`src/rtl/glc_cfg_pkg.sv`:
```
// rtl/glc_cfg_pkg.sv - shared types and constants for the glc config-bus arbiter
package glc_cfg_pkg;

    typedef enum logic [1:0] {
        IDLE  = 2'd0,
        ISSUE = 2'd1,
        WAIT  = 2'd2,
        RESP  = 2'd3
    } cfg_arb_state_e;

    localparam int REQ_JTAG    = 0;
    localparam int REQ_AXI     = 1;
    localparam int CFG_NUM_REQ = 2;

endpackage

```
`src/rtl/glc_rr_arb.sv`:
```
// rtl/glc_rr_arb.sv - combinational round-robin picker, searching cyclically from ptr+1
module glc_rr_arb
    import glc_cfg_pkg::*;
#(
    parameter int NUM_REQ = CFG_NUM_REQ,
    parameter int ID_W    = 1
) (
    input  logic [NUM_REQ-1:0] req,
    input  logic [ID_W-1:0]    ptr,
    input  logic               en,
    output logic [NUM_REQ-1:0] grant,
    output logic [ID_W-1:0]    id
);

    int   idx;
    logic found;

    always_comb begin
        grant = '0;
        id    = '0;
        found = 1'b0;
        idx   = 0;
        for (int k = 1; k <= NUM_REQ; k++) begin
            idx = int'(ptr) + k;
            if (idx >= NUM_REQ) begin
                idx = idx - NUM_REQ;
            end
            if (en && !found && req[idx]) begin
                found      = 1'b1;
                grant[idx] = 1'b1;
                id         = ID_W'(idx);
            end
        end
    end

endmodule

```
`src/rtl/glc_cfg_arbiter.sv`:
```
// rtl/glc_cfg_arbiter.sv - round-robin sharing of the CGRA config bus between JTAG and AXI-lite
module glc_cfg_arbiter
    import glc_cfg_pkg::*;
#(
    parameter int NUM_REQ    = CFG_NUM_REQ,
    parameter int ADDR_W     = 32,
    parameter int DATA_W     = 32,
    parameter int RD_LATENCY = 2
) (
    input  logic                      clk,
    input  logic                      rst_n,
    input  logic [NUM_REQ-1:0]        req_valid,
    output logic [NUM_REQ-1:0]        req_ready,
    input  logic [NUM_REQ-1:0]        req_write,
    input  logic [NUM_REQ*ADDR_W-1:0] req_addr,
    input  logic [NUM_REQ*DATA_W-1:0] req_wdata,
    output logic [NUM_REQ-1:0]        rsp_valid,
    input  logic [NUM_REQ-1:0]        rsp_ready,
    output logic [DATA_W-1:0]         rsp_rdata,
    output logic [ADDR_W-1:0]         config_addr_out,
    output logic [DATA_W-1:0]         config_data_out,
    output logic                      config_write,
    output logic                      config_read,
    input  logic [DATA_W-1:0]         config_data_in,
    output logic                      busy
);

    localparam int ID_W = (NUM_REQ > 1) ? $clog2(NUM_REQ) : 1;

    cfg_arb_state_e   state;
    logic [ID_W-1:0]  ptr;
    logic [ID_W-1:0]  cur_id;
    logic [ID_W-1:0]  win_id;
    logic [NUM_REQ-1:0] grant;
    logic [3:0]       cnt;

    glc_rr_arb #(
        .NUM_REQ (NUM_REQ),
        .ID_W    (ID_W)
    ) u_rr_arb (
        .req   (req_valid),
        .ptr   (ptr),
        .en    ((state == IDLE) && rst_n),
        .grant (grant),
        .id    (win_id)
    );

    assign req_ready = grant;

    // The config_* registers double as the latched request: they only carry
    // the transaction during ISSUE and are zeroed everywhere else.
    always_ff @(posedge clk) begin
        if (!rst_n) begin
            state           <= IDLE;
            ptr             <= ID_W'(NUM_REQ - 1);
            cur_id          <= '0;
            cnt             <= '0;
            config_addr_out <= '0;
            config_data_out <= '0;
            config_write    <= 1'b0;
            config_read     <= 1'b0;
            rsp_valid       <= '0;
            rsp_rdata       <= '0;
            busy            <= 1'b0;
        end else begin
            case (state)
                IDLE: begin
                    if (|grant) begin
                        cur_id          <= win_id;
                        ptr             <= win_id;
                        config_addr_out <= req_addr[int'(win_id)*ADDR_W +: ADDR_W];
                        config_write    <= req_write[win_id];
                        config_read     <= !req_write[win_id];
                        config_data_out <= req_write[win_id] ?
                                           req_wdata[int'(win_id)*DATA_W +: DATA_W] : '0;
                        busy            <= 1'b1;
                        state           <= ISSUE;
                    end
                end
                ISSUE: begin
                    config_addr_out <= '0;
                    config_data_out <= '0;
                    config_write    <= 1'b0;
                    config_read     <= 1'b0;
                    if (config_write) begin
                        busy  <= 1'b0;
                        state <= IDLE;
                    end else begin
                        cnt   <= 4'(RD_LATENCY - 1);
                        state <= WAIT;
                    end
                end
                WAIT: begin
                    if (cnt == 4'd0) begin
                        rsp_rdata <= config_data_in;
                        rsp_valid <= NUM_REQ'(1) << cur_id;
                        state     <= RESP;
                    end else begin
                        cnt <= cnt - 4'd1;
                    end
                end
                RESP: begin
                    if (rsp_ready[cur_id]) begin
                        rsp_valid <= '0;
                        busy      <= 1'b0;
                        state     <= IDLE;
                    end
                end
                default: state <= IDLE;
            endcase
        end
    end

endmodule

```
`config.mk`:
```
export PLATFORM = sky130hd
export DESIGN_NAME = glc_cfg_arbiter
export DESIGN_NICKNAME = d
export VERILOG_FILES = /design/src/rtl/glc_cfg_pkg.sv /design/src/rtl/glc_rr_arb.sv /design/src/rtl/glc_cfg_arbiter.sv
export SDC_FILE = /design/constraint.sdc
export NUM_CORES = 1
export LEC_CHECK = 0
export ABC_AREA = 1
export CAP_MARGIN = 20
export CELL_PAD_IN_SITES_DETAIL_PLACEMENT = 1
export CELL_PAD_IN_SITES_GLOBAL_PLACEMENT = 1
export CORE_MARGIN = 5
export CORE_UTILIZATION = 26
export CTS_CLUSTER_SIZE = 28
export DETAILED_ROUTE_END_ITERATION = 10
export PLACE_DENSITY_LB_ADDON = 0.1
export SYNTH_ARGS = -nofsm -noshare
export SYNTH_HDL_FRONTEND = slang
export SYNTH_HIERARCHICAL = 1
export SYNTH_SLANG_ARGS = --single-unit
```
`constraint.sdc`:
```
create_clock -name clk -period 3.4 [get_ports clk]
set_clock_uncertainty 0.15 [all_clocks]
set_input_delay 1.02 -clock clk [delete_from_list [all_inputs] [get_ports clk]]
set_output_delay 1.02 -clock clk [all_outputs]
set_load 0.02 [all_outputs]
```
==> summary.md <==
| Metric | Value |
|---|---|
| Core Rows | `49` |
| Worst r2r dst | `config_data_out[31]` |
| Top layer in use | `met4` |
| Layout cells sized above 1 | `0.08753` |
| Syn Area/Cell | `between 7 and 8 µm²` |
| CTS tree | `yes` |
| Slew Limit Fails | `0` |
| H-tree depth | `3` |
| Chip Width | `about 150 µm` |
| Clk sinks | `around 110` |
| Top FF cell, synth | `dfxtp_1` |
| Period Utilization, post-route | `0.9707` |
| Largest net degree at the start of global routing | `45` |
| Post-route ant nets | `0` |
| Final Hold Fails | `0` |
| Synth Area in XOR/XNOR | `0` |
| Worst EP arrival | `between 2000 and 2500 ps` |
| RSZ-0062 raised after global routing | `false` |
| Starting density of the core | `0.2659` |
| Clock period minus worst slack | `3300 ps` |
| DRT Pass-1 Iters | `4` |
| Core area | `18090 µm²` |
| Worst r2r path cells | `11` |
| GRT Util Overall | `0.1761` |
| Setup Fix Bufs, Post-CTS | `0` |
| Register area share after synthesis | `0.4538` |
| Post-synth EDFFs | `0` |
| Post-synth top cells | `nand2_1, dfxtp_1, nor2_1` |
| Synth Area in Simple Gates | `0.2920` |
| CTS buffer count | `9` |
| Top cell type's share of synthesized area | `0.4538` |
| Max IR drop VDD | `0.0002895 V` |
| Worst rel slew slack | `0.4490` |
| FFs w/ async S/R, synth | `0` |
| Starting DRT DRC Count | `~210` |
| Nets | `1079` |
| Gr ovfl total | `0` |
| Post-DP HPWL | `14700 µm` |
| Largest family of logic cells by synthesized area | `simple AND/OR/NAND/NOR gates` |
| Area grow syn2layout | `66.07%` |
| CP endpoint | `req_ready[1]` |
| Main area contributors after synthesis | `dfxtp_1, nand2_1, nor2_1` |
| Ports | `around 270` |
| WL per Instance | `16.80 µm` |
| Max Fclk | `303.0 MHz` |
| Met1 WL | `roughly 8000 µm` |
| Most frequent cell after synthesis | `nand2_1` |
| Setup crit end kind | `output pin` |
| Worst hold slack | `just over 300 ps` |
| Status | `finished clean` |
| Worst-path maximum fanout | `2` |
| Syn nets | `a little over 800` |
| Final WS setup | `approximately 100 ps` |
| Req. time, crit path | `roughly 2200 ps` |
| Die Y | `approximately 150 µm` |
| Clock transition at path regs | `~70 ps` |
| Leakage | `about 3.3 nW` |
| Cell area after synthesis | `4808 µm²` |
| GP Congestion | `0.7805` |
| Number of global-route vias before repair | `between 5000 and 6000` |
| Met2 WL post-DR | `roughly 9500 µm` |
| Post-Synth Adder-Cell Area | `0.005204` |
| R2R setup slack | `930 ps` |
| Pwr/cell area | `728.3 nW/µm²` |
| Synth Area in Compound Gates | `0.1759` |
| Library cells used by synthesis | `30` |
| PortBufs | `270` |
| DR WL met3 | `around 1200 µm` |
| Final std cells w/o fill | `1144` |
| Critical Path Start | `rst_n` |
| Area leader, netlist | `dfxtp_1` |
| Endpoints failing setup | `0` |
| Hold buffer count at CTS | `0` |
| Crit Path Category | `input pin to output pin` |
| HP Class | `flip-flop to flip-flop` |
| CP startpoint kind | `input pin` |
| CTS Buffer Depth | `2` |
| R2R Path Start | `state[0]` |
| Tightest Pin Transition | `824.6 ps` |
| Placed cells | `about 1100` |
| YS warnings | `6` |
| Initial antenna violation count | `1` |
| First-pass GRT wire length | `around 31000 µm` |
| Vias | `~5300` |
| Multiplexer share of the synthesized area | `0.002082` |
| Root Buffer | `clkbuf_16` |
| Max cap viols | `0` |
| Post-synthesis register bit count | `109` |
| Dpl ws | `-471.7 ps` |
| Via density | `roughly 4.7` |
| Total wire length | `between 15000 and 20000 µm` |
| Drc violations | `0` |
| Die area | `~21000 µm²` |
| Skew-Pair Late Insertion Delay | `340 ps` |
| Syn Inst Count | `between 600 and 700` |
per-layer routing:
layer / up-vias / global-route usage
met3: 18 / 0.05107
met4: 0 / 0.05315
met5: - / 0
li1: 2635 / -
met2: 170 / 0.3098
met1: 2505 / 0.2078
cell type report:
class,count,area (µm²)
fill,2157,10100
tap,229,286.5
timing repair buffer,285,2835
multi-input combinational,489,2306
clock buffer,10,239.0
inverter,15,56.30
clock inverter,6,77.57
sequential,109,2182
antenna,1,2.502
worst max-delay path, cell delays in order:
cell,delay [ps]
clkdlybuf4s50_1,470
inv_1,60
nor2_2,150
nand2_1,100
a21oi_2,150
buf_4,170
placed cells by master (no fill, tap or decap):
master / n
a21oi_2: 2
o21a_1: 2
clkinvlp_4: 1
nand4_1: 1
inv_2: 4
buf_12: 2
nor3_1: 1
a31oi_1: 4
nor2_2: 2
or2_2: 26
nand3_1: 8
buf_4: 15
nor2_1: 97
o22ai_1: 1
inv_8: 2
nand2_4: 3
nor2_4: 4
bufinv_16: 1
inv_1: 11
dfxtp_1: 109
o21ai_1: 1
a21oi_4: 1
clkbuf_16: 9
a21oi_1: 43
ha_1: 2
o21ai_2: 1
mux2i_1: 1
clkbuf_8: 1
nand2_1: 188
and2_1: 1
inv_6: 2
o21ai_0: 66
clkdlybuf4s50_1: 268
nand2_2: 4
a211oi_1: 26
o21bai_1: 4
diode_2: 1
logic make-up (layout without fill, tap and decap cells):
logic type,after synthesis,after routing
simple gates,335,335
compound gates,151,151
flops,109,109
buf+inv,58,316
fa+ha+maj,2,2
mux,1,1
other cells,0,1
through the flow:
step | utilization | total power, mW | area [µm²] | TNS [ps]
finish | 0.4415 | 5.816 | 7985 | 0
global route | 0.4415 | 6.220 | 7985 | 0
CTS | 0.4407 | 5.925 | 7970 | 0
detailed placement | 0.4236 | 4.762 | 7661 | -2734
global placement | 0.4236 | 4.668 | 7661 | -1323
floorplan | - | 3.453 | 4808 | 0
report_power, final:
| group | leakage [nW] | total (mW) | internal [mW] | switching [mW] |
|---|---|---|---|---|
| logic | 2.23 | 2.77 | 1.21 | 1.56 |
| clock network | 0.154 | 1.12 | 0.608 | 0.512 |
| registers | 0.890 | 1.93 | 1.69 | 0.236 |
timing repair:
item / 4_1_cts / 5_1_grt
resized for setup: 9 / 4
endpoints found under the setup margin: 2 / 2
pin swaps: 0 / 0
sequential cells by signal, indices dropped and copies added (netlist names), 2 cells and up, named ones only:
signal / cells
config_addr_out: 32
config_data_out: 32
rsp_rdata: 32
cnt: 4
rsp_valid: 2
worst min path at each step:
stage	startpoint	endpoint	cells past startpoint
after floorplan	cur_id	cur_id	2
after global placement	config_data_out[13]	config_data_out[13]	2
after detailed placement	config_data_out[30]	config_data_out[30]	2
after CTS	config_data_out[30]	config_data_out[30]	2
after global routing	config_data_out[26]	config_data_out[26]	2
final	config_data_out[10]	config_data_out[10]	2
No activity file was read; power rests on OpenSTA's default activity.
